## src/rtl/spi_pkg.sv

```systemverilog
// Shared definitions for the SPI master: FSM state encoding, frame width
// and the legal ranges of the timing parameters.
package spi_pkg;

    localparam int unsigned SPI_BITS     = 8;
    localparam int unsigned SPI_BIT_W    = $clog2(SPI_BITS);
    localparam logic [SPI_BIT_W-1:0] SPI_BIT_LAST = SPI_BIT_W'(SPI_BITS - 1);

    // CLK_DIV and CS_SETUP lower bounds leave room for the slave's
    // 3-flop input synchroniser to settle before each sampling edge.
    localparam int unsigned CLK_DIV_MIN  = 4;
    localparam int unsigned CLK_DIV_MAX  = 255;
    localparam int unsigned CS_SETUP_MIN = 4;
    localparam int unsigned CS_SETUP_MAX = 255;
    localparam int unsigned CS_HOLD_MIN  = 1;
    localparam int unsigned CS_HOLD_MAX  = 255;
    localparam int unsigned CS_IDLE_MIN  = 1;
    localparam int unsigned CS_IDLE_MAX  = 255;

    typedef enum logic [2:0] {
        IDLE,
        SETUP,
        XFER,
        HOLD,
        WAIT,
        GAP
    } state_e;

    function automatic bit in_range(input int unsigned v,
                                    input int unsigned lo,
                                    input int unsigned hi);
        return (v >= lo) && (v <= hi);
    endfunction

endpackage

```

## src/rtl/spi_sck_gen.sv

```systemverilog
// SCK generator for the SPI master.
//   clk, rst      : system clock, synchronous active-low reset
//   en_i          : run the generator; when low all state returns to zero
//   sck_o         : registered serial clock, idles low
//   sck_rise_o    : SCK goes high at the coming clk edge
//   sck_fall_o    : SCK goes low at the coming clk edge
//   bit_idx_o     : index of the bit currently on the wire (0 = MSB)
//   byte_done_o   : the coming fall is the last one of the frame
module spi_sck_gen
    import spi_pkg::*;
#(
    parameter int unsigned CLK_DIV = 4
) (
    input  logic                 clk,
    input  logic                 rst,
    input  logic                 en_i,
    output logic                 sck_o,
    output logic                 sck_rise_o,
    output logic                 sck_fall_o,
    output logic [SPI_BIT_W-1:0] bit_idx_o,
    output logic                 byte_done_o
);

    localparam logic [7:0] HALF_LAST = 8'(CLK_DIV - 1);

    logic [7:0]           half_q, half_d;
    logic                 phase_q, phase_d;
    logic [SPI_BIT_W-1:0] bit_q, bit_d;
    logic                 half_end;

    assign half_end    = en_i && (half_q == HALF_LAST);
    assign sck_rise_o  = half_end && !phase_q;
    assign sck_fall_o  = half_end && phase_q;
    assign byte_done_o = sck_fall_o && (bit_q == SPI_BIT_LAST);
    assign sck_o       = phase_q;
    assign bit_idx_o   = bit_q;

    always_comb begin
        half_d  = half_q;
        phase_d = phase_q;
        bit_d   = bit_q;
        if (!en_i) begin
            half_d  = '0;
            phase_d = 1'b0;
            bit_d   = '0;
        end else if (half_end) begin
            half_d  = '0;
            phase_d = !phase_q;
            // Bit index wraps to 0 on the final fall, ready for a WAIT restart.
            if (phase_q) begin
                bit_d = bit_q + 1'b1;
            end
        end else begin
            half_d = half_q + 8'd1;
        end
    end

    always_ff @(posedge clk) begin
        if (!rst) begin
            half_q  <= '0;
            phase_q <= 1'b0;
            bit_q   <= '0;
        end else begin
            half_q  <= half_d;
            phase_q <= phase_d;
            bit_q   <= bit_d;
        end
    end

endmodule

```

## src/rtl/spi_master.sv

```systemverilog
// SPI mode-0 master, MSB first, 8-bit frames.
//   clk, rst             : system clock, synchronous active-low reset
//   tx_data/tx_last      : byte to send; tx_last closes the SSEL frame after it
//   tx_valid/tx_ready    : byte handshake, accepted when both are high
//   rx_data/rx_stb       : received byte and its one-cycle strobe
//   busy                 : high whenever the FSM is not idle
//   SCK/MOSI/SSEL/MISO   : serial pins (all outputs registered)
module spi_master
    import spi_pkg::*;
#(
    parameter int unsigned CLK_DIV  = 4,
    parameter int unsigned CS_SETUP = 4,
    parameter int unsigned CS_HOLD  = 4,
    parameter int unsigned CS_IDLE  = 4
) (
    input  logic                clk,
    input  logic                rst,
    input  logic [SPI_BITS-1:0] tx_data,
    input  logic                tx_last,
    input  logic                tx_valid,
    output logic                tx_ready,
    output logic [SPI_BITS-1:0] rx_data,
    output logic                rx_stb,
    output logic                busy,
    output logic                SCK,
    output logic                MOSI,
    output logic                SSEL,
    input  logic                MISO
);

    if (!in_range(CLK_DIV, CLK_DIV_MIN, CLK_DIV_MAX) ||
        !in_range(CS_SETUP, CS_SETUP_MIN, CS_SETUP_MAX) ||
        !in_range(CS_HOLD, CS_HOLD_MIN, CS_HOLD_MAX) ||
        !in_range(CS_IDLE, CS_IDLE_MIN, CS_IDLE_MAX)) begin : g_param_err
        $error("spi_master: timing parameter out of range");
    end

    localparam logic [7:0] SETUP_LAST = 8'(CS_SETUP - 1);
    localparam logic [7:0] HOLD_LAST  = 8'(CS_HOLD - 1);
    localparam logic [7:0] IDLE_LAST  = 8'(CS_IDLE - 1);

    state_e               state_q, state_d;
    logic [7:0]           cnt_q, cnt_d;
    logic [SPI_BITS-1:0]  tx_sh_q, tx_sh_d;
    logic [SPI_BITS-1:0]  rx_sh_q, rx_sh_d;
    logic [SPI_BITS-1:0]  rx_data_q, rx_data_d;
    logic                 last_q, last_d;
    logic                 mosi_q, mosi_d;
    logic                 ssel_q, ssel_d;
    logic                 rx_stb_q, rx_stb_d;
    logic                 miso_meta_q, miso_sync_q;

    logic                 accept;
    logic                 sck_rise, sck_fall, byte_done;
    logic [SPI_BIT_W-1:0] bit_idx;
    logic [SPI_BITS-1:0]  rx_shifted;

    spi_sck_gen #(
        .CLK_DIV (CLK_DIV)
    ) u_sck_gen (
        .clk         (clk),
        .rst         (rst),
        .en_i        (state_q == XFER),
        .sck_o       (SCK),
        .sck_rise_o  (sck_rise),
        .sck_fall_o  (sck_fall),
        .bit_idx_o   (bit_idx),
        .byte_done_o (byte_done)
    );

    assign tx_ready   = rst && ((state_q == IDLE) || (state_q == WAIT));
    assign accept     = tx_valid && tx_ready;
    assign busy       = (state_q != IDLE);
    assign rx_shifted = {rx_sh_q[SPI_BITS-2:0], miso_sync_q};

    assign SSEL    = ssel_q;
    assign MOSI    = mosi_q;
    assign rx_data = rx_data_q;
    assign rx_stb  = rx_stb_q;

    always_comb begin
        state_d   = state_q;
        cnt_d     = cnt_q;
        tx_sh_d   = tx_sh_q;
        rx_sh_d   = rx_sh_q;
        rx_data_d = rx_data_q;
        last_d    = last_q;
        mosi_d    = mosi_q;
        ssel_d    = ssel_q;
        rx_stb_d  = 1'b0;

        unique case (state_q)
            IDLE: begin
                if (accept) begin
                    tx_sh_d = tx_data;
                    last_d  = tx_last;
                    mosi_d  = tx_data[SPI_BITS-1];
                    ssel_d  = 1'b0;
                    cnt_d   = '0;
                    state_d = SETUP;
                end
            end
            SETUP: begin
                if (cnt_q == SETUP_LAST) begin
                    cnt_d   = '0;
                    state_d = XFER;
                end else begin
                    cnt_d = cnt_q + 8'd1;
                end
            end
            XFER: begin
                if (sck_rise) begin
                    rx_sh_d = rx_shifted;
                    if (bit_idx == SPI_BIT_LAST) begin
                        rx_data_d = rx_shifted;
                        rx_stb_d  = 1'b1;
                    end
                end
                // MOSI keeps the final bit after the last fall.
                if (byte_done) begin
                    cnt_d   = '0;
                    state_d = last_q ? HOLD : WAIT;
                end else if (sck_fall) begin
                    mosi_d  = tx_sh_q[SPI_BITS-2];
                    tx_sh_d = {tx_sh_q[SPI_BITS-2:0], 1'b0};
                end
            end
            WAIT: begin
                if (accept) begin
                    tx_sh_d = tx_data;
                    last_d  = tx_last;
                    mosi_d  = tx_data[SPI_BITS-1];
                    state_d = XFER;
                end
            end
            HOLD: begin
                if (cnt_q == HOLD_LAST) begin
                    cnt_d   = '0;
                    ssel_d  = 1'b1;
                    state_d = GAP;
                end else begin
                    cnt_d = cnt_q + 8'd1;
                end
            end
            GAP: begin
                if (cnt_q == IDLE_LAST) begin
                    cnt_d   = '0;
                    state_d = IDLE;
                end else begin
                    cnt_d = cnt_q + 8'd1;
                end
            end
            default: begin
                state_d = IDLE;
            end
        endcase
    end

    always_ff @(posedge clk) begin
        if (!rst) begin
            state_q     <= IDLE;
            cnt_q       <= '0;
            tx_sh_q     <= '0;
            rx_sh_q     <= '0;
            rx_data_q   <= '0;
            last_q      <= 1'b0;
            mosi_q      <= 1'b0;
            ssel_q      <= 1'b1;
            rx_stb_q    <= 1'b0;
            miso_meta_q <= 1'b0;
            miso_sync_q <= 1'b0;
        end else begin
            state_q     <= state_d;
            cnt_q       <= cnt_d;
            tx_sh_q     <= tx_sh_d;
            rx_sh_q     <= rx_sh_d;
            rx_data_q   <= rx_data_d;
            last_q      <= last_d;
            mosi_q      <= mosi_d;
            ssel_q      <= ssel_d;
            rx_stb_q    <= rx_stb_d;
            miso_meta_q <= MISO;
            miso_sync_q <= miso_meta_q;
        end
    end

endmodule

```

## config.mk

```make
export PLATFORM = sky130hd
export DESIGN_NAME = spi_master
export DESIGN_NICKNAME = d
export VERILOG_FILES = /design/src/rtl/spi_pkg.sv /design/src/rtl/spi_sck_gen.sv /design/src/rtl/spi_master.sv
export SDC_FILE = /design/constraint.sdc
export NUM_CORES = 1
export LEC_CHECK = 0
export BUFFER_PORTS_ARGS = -buffer_cell sky130_fd_sc_hd__buf_2
export CAP_MARGIN = 30
export CORE_MARGIN = 10
export CORE_UTILIZATION = 57
export CTS_CLUSTER_DIAMETER = 120
export DETAILED_ROUTE_END_ITERATION = 10
export GPL_TIMING_DRIVEN = 1
export HOLD_SLACK_MARGIN = 0.06
export PLACE_DENSITY = 0.88
export SETUP_SLACK_MARGIN = 0.1
export SYNTH_ARGS = -nofsm -noshare
export SYNTH_HDL_FRONTEND = slang
export SYNTH_SLANG_ARGS = --single-unit
```

## constraint.sdc

```tcl
create_clock -name clk -period 2.5 [get_ports clk]
set_input_delay 0.25 -clock clk [delete_from_list [all_inputs] [get_ports clk]]
set_output_delay 0.25 -clock clk [all_outputs]
set_load 0.05 [all_outputs]
```

Word level (Yosys, flattened, before mapping). Index checks and enable logic that the tools add are counted.

Register bits after elaboration: 51. Input port bits: 13. Output and inout port bits: 14. Word-level logic and storage cells: 86.

Add/sub/neg operators: 3. Equality and inequality tests: 17. Muxes and demuxes: 24. Bitwise gates (word level): 2. Reductions and logical operators: 26.

Operator list (count): two-way mux 8 bit (3); one-hot mux 8 bit (3 select lines) (1); two-way mux 3 bit (7); two-way mux 7 bit (3); one-hot mux 3 bit (6 select lines) (1); adder 8 x 1 -> 8 bit (second input constant) (2); equality test 8 x 2 -> 1 bit (second input constant) (2); inequality test 2 bit (second input constant) (8); one-hot mux 7 bit (2 select lines) (1); AND reduction 3 bit (4); equality test 3 bit (second input constant) (3); AND reduction 2 bit (4); equality test 3 x 2 -> 1 bit (second input constant) (2); logical AND 1 bit (6); two-way mux 1 bit (6); AND reduction 6 bit (1); nonzero test 3 bit (2); OR reduction 3 bit (2); one-hot mux 1 bit (2 select lines) (2); AND reduction 4 bit (1); nonzero test 2 bit (2); adder 3 x 1 -> 3 bit (second input constant) (1); equality test 3 x 1 -> 1 bit (second input constant) (1); zero test 3 bit (1); other kinds (5) (6).

Longest topological paths before layout.
Depth after elaboration: 6. Depth in mapped cells: 7.

By module. From an unflattened synthesis, not the netlist that was laid out.

Cell total of the unflattened synthesis: 258. Area total of the unflattened synthesis: 2349.8 um^2.

Modules (own cells, without submodules): spi_master (times used 1, cells each 197, area each 1741.7 um^2); spi_sck_gen (times used 1, cells each 61, area each 608.1 um^2).

Least setup slack after synthesis. Ideal clock, no wire load.

Path type: in2out. From: input port rst. To: output port tx_ready. Data arrival time: 2.062 ns. Data required time: 2.250 ns. Slack: 0.188 ns. Stages: 5. Path buffers: 3. Cells stage by stage: clkbuf_1 -> inv_1 -> clkbuf_1 -> clkbuf_1 -> nor3_1.

Longest elaborated chain between the ends: 1.

RTL lines: from (decl) (line spi_master.sv:17) `input logic rst,`; logical AND 1 bit (line spi_master.sv:71) `assign tx_ready = rst && ((state_q == IDLE) || (state_q == WAIT));`; to (decl) (line spi_master.sv:21) `output logic tx_ready,`.

Every way passes these cells.

Final worst setup path.
From: register u_sck_gen.half_q[0]. To: register tx_sh_q[3].

Longest elaborated chain between the ends: 6. Elaborated cells between the ends (all ways): 7. Classes of those cells: 3 x eq/ne; 4 x reduce/logical.

RTL lines: from (decl) (line spi_sck_gen.sv:26) `logic [7:0] half_q, half_d;`; from (signal assigned) (line spi_sck_gen.sv:64) `half_q <= half_d;`; equality test 8 x 2 -> 1 bit * (line spi_sck_gen.sv:31) `assign half_end = en_i && (half_q == HALF_LAST);`; logical AND 1 bit * (line spi_sck_gen.sv:31); logical AND 1 bit * (line spi_sck_gen.sv:33) `assign sck_fall_o = half_end && phase_q;`; logical AND 1 bit (line spi_sck_gen.sv:34) `assign byte_done_o = sck_fall_o && (bit_q == SPI_BIT_LAST);`; inequality test 2 bit (no source line); AND reduction 4 bit (no source line) *; to (signal assigned) (line spi_master.sv:175) `tx_sh_q <= tx_sh_d;`; to (decl) (line spi_master.sv:44) `logic [SPI_BITS-1:0] tx_sh_q, tx_sh_d;`.

Every way passes the cells marked *; elsewhere a longest branch is shown, timed or not. A chain may end at the register's enable or synchronous reset.

==> summary.txt <==
STA
  • Pins Over Slew Limit: 0
  • Hold violation total from the final report: 0
  • RSZ-0062 raised after global routing: false
  • Skew final: 6.76 ps
  • Period Utilization, post-route: 0.885
  • Slew Limit Headroom: 0.576
  • Final setup violation count: 0
  • Worst-margin pin slew: 633 ps
  • Setup ws final: 286 ps
  • Fmax: 452 MHz
  • Fin Setup TNS: 0 ps
  • Min Tclk post-route: 2210 ps

Critical path
  • Max stage delay on crit path: 530 ps
  • Startpoint Class: flop
  • Crit path max-delay family: compound AO/OA/AOI/OAI gates
  • WP buf/inv: 1
  • Setup crit end kind: flop
  • CP Class: flop to flop
  • Worst path cell trace: ha_1 > or4b_4 > o41ai_4 > buf_4 > nor2_1 > a311oi_1
  • CP required: 2710 ps
  • Worst reg-to-reg setup slack: 290 ps
  • Crit-path max FO: 16
  • CP max stage cell: or4b_4
  • Critical path data arrival time: 2420 ps

Synth
  • Share of the yosys chip area belonging to registers: 0.433
  • Ys async rst share: 0
  • Post-synth top area share: 0.433
  • Yosys warning count: 0
  • Top cells by area, synth: dfxtp_1 (43%), nor2_1 (5.9%), mux2i_1 (3.8%), and3_1 (3.5%), o21ai_0 (3.4%)
  • Commonest cells post-synth: dfxtp_1 (51), nor2_1 (37), nand2_1 (19)
  • Count leader, synth: dfxtp_1
  • Post-Synthesis Cells: 262
  • Yosys reg bits: 51
  • Syn nets: 279
  • Synthesized area: 0.00236 sq mm
  • Avg Inst Size Synth: 8.99 sq um
  • EDFF count, synth: 0
  • Area leader, netlist: dfxtp_1
  • Distinct cells, synth: 41
  • Top FF cell, synth: dfxtp_1

Layout
  • Final Cell Area: 0.00263 sq mm
  • # diodes: 0
  • Area growth syn-to-layout: 11.4%
  • Non-Filler Instances: 339
  • Fin nets: 305
  • Share of post-route cells with drive strength above 1: 0.204

Routing
  • Vias post-DR: 1,921
  • Wire length per cell: 14.0 microns
  • Routed WL: 4.75 mm
  • DRT Pass-1 Iters: 4
  • Initial DRC count: 107
  • Final ANT Viol Nets: 0
  • Via-to-Cell Ratio: 5.67
  • DRC: 0

Pwr
  • Peak VDD IR: 0.477 mV
  • Cell Int Power: 1.26 mW
  • Clock Power Share: 0.235
  • Psw: 0.692 mW
  • Pwr per Cell Area: 744 mW/mm^2
  • Lkg Pwr: 1.05 nW
  • Seq pwr share: 0.473
  • Overall Power: 1.95 mW
  • Combinational power share: 0.293
  • Net Sw Frac: 0.354

Clock network
  • Total CTS buffers: 5
  • Clock tree buffer depth: 2
  • PostCTS Resize Cnt: 0
  • Post-CTS setup buffer count: 0
  • CTS tree: yes
  • Reg clk slew, reported paths: 90 ps
  • Root cell of the clock tree: clkbuf_8
  • Clk sink count: 51
  • CTS Hold Bufs: 0
  • Clk_lat worst skew: 300 ps
  • Htree depth: 2

Floorplanning
  • Die W: 84.3 microns
  • Die ar.: 0.00710 sq mm
  • Row count: 23
  • Core area: 0.00400 sq mm
  • # IOs: 27
  • Initial Util: 0.589
  • Vert. Die Dim: 84.3 microns

Placed design
  • Detailed placement HPWL: 3.32 mm
  • Dpl cells: 331
  • Area after DPL: 0.00254 sq mm
  • IO buf count: 26
  • Worst slack, placed: 325 ps
  • Routability Congestion: 0.817

Worst hold path
  • Worst Hold Class: input port to flop

Outcome
  • Status: complete, no violations

Global routing
  • Gr usage total: 0.129
  • Initial antenna violation count: 0
  • Gr ovfl total: 0
  • Largest net degree at the start of global routing: 29
  • Vias in the first global route: 1,795
  • First-pass GRT wire length: 7.95 mm

Run
  • Max_cap viols: 0
## registers in the layout (all words and copies together), names as in the netlist
signal,flops
cnt_q,8
u_sck_gen.sck_o,1
miso_meta_q,1
miso_sync_q,1
u_sck_gen.bit_idx_o,3
last_q,1
SSEL,1
rx_data,8
rx_sh_q,7
tx_sh_q,7
rx_stb,1
MOSI,1
state_q,3
u_sck_gen.half_q,8
## routing by layer
layer | global-route usage | wire, microns
met1 | 0.154 | 2310
met2 | 0.212 | 2210
met3 | 0.0348 | 164
met4 | 0.0518 | 65
met5 | 0 | 0
## placed cells by master (no fill, tap or decap), drive strengths merged
| cell | count |
|---|---|
| dfxtp | 51 |
| nor2 | 37 |
| buf | 34 |
| nand2 | 19 |
| o21ai | 16 |
| and3 | 13 |
| nand3 | 12 |
| mux2i | 9 |
| inv | 8 |
| a21boi | 8 |
| o21a | 8 |
| a311oi | 8 |
| nor3 | 7 |
| xor2 | 7 |
| o221a | 6 |
| clkbuf | 6 |
| and2 | 4 |
| ha | 4 |
| nor4b | 3 |
| a31o | 3 |
| a21oi | 3 |
| or3 | 2 |
| nor2b | 2 |
| a31oi | 2 |
| nand2b | 2 |
| or4b | 2 |
| o221ai | 1 |
| nand4 | 1 |
| o311a | 1 |
| nand3b | 1 |
| nand4bb | 1 |
| or3b | 1 |
| o41ai | 1 |
| or2 | 1 |
| xnor2 | 1 |
| nor4 | 1 |
| o32ai | 1 |
| clkinv | 1 |
| clkinvlp | 1 |
## metrics by stage
stage | util | hold slack [ps]
global placement | 0.635 | 426
finish | 0.656 | 157
CTS | 0.656 | 147
floorplan | - | 377
global route | 0.656 | 162
detailed placement | 0.635 | 435
## path summary, 6_finish.rpt
path	from	to	cells after the start
max	u_sck_gen.half_q[0]$_SDFF_PP0_	tx_sh_q[3]$_SDFFE_PN0P_	6
min	MISO	miso_meta_q$_SDFF_PN0_	2
max reg2reg	u_sck_gen.half_q[0]$_SDFF_PP0_	tx_sh_q[3]$_SDFFE_PN0P_	6
min reg2reg	miso_meta_q$_SDFF_PN0_	miso_sync_q$_SDFF_PN0_	1
## layout make-up
type	count	area [sq um]
inverters	8	30.0
well taps	50	62.6
flip-flops and latches	51	1020
repair buffers	34	190
clock buffers	6	72.6
fillers	343	1380
multi-input cells	188	1240
clock inverters	2	12.5
## kinds of logic (layout without fill, tap and decap cells)
| logic type | count (synthesis) | in the layout | share of synthesized area |
|---|---|---|---|
| mux | 9 | 9 | 0.0382 |
| fa+ha+maj | 4 | 4 | 0.0212 |
| simple gates | 109 | 109 | 0.238 |
| compound gates | 58 | 58 | 0.198 |
| buf+inv | 23 | 50 | 0.0420 |
| flops | 51 | 51 | 0.433 |
| xor+xnor | 8 | 8 | 0.0297 |
## power by group through the flow
stage / Combinational, mW / Sequential [mW] / Clock, mW
finish: 0.572 / 0.923 / 0.458
global route: 0.632 / 0.929 / 0.502
CTS: 0.571 / 0.920 / 0.470
detailed placement: 0.565 / 0.938 / 0
global placement: 0.554 / 0.935 / 0
floorplan: 0.420 / 0.954 / 0
Note: power is estimated with default switching activity, not from simulation.
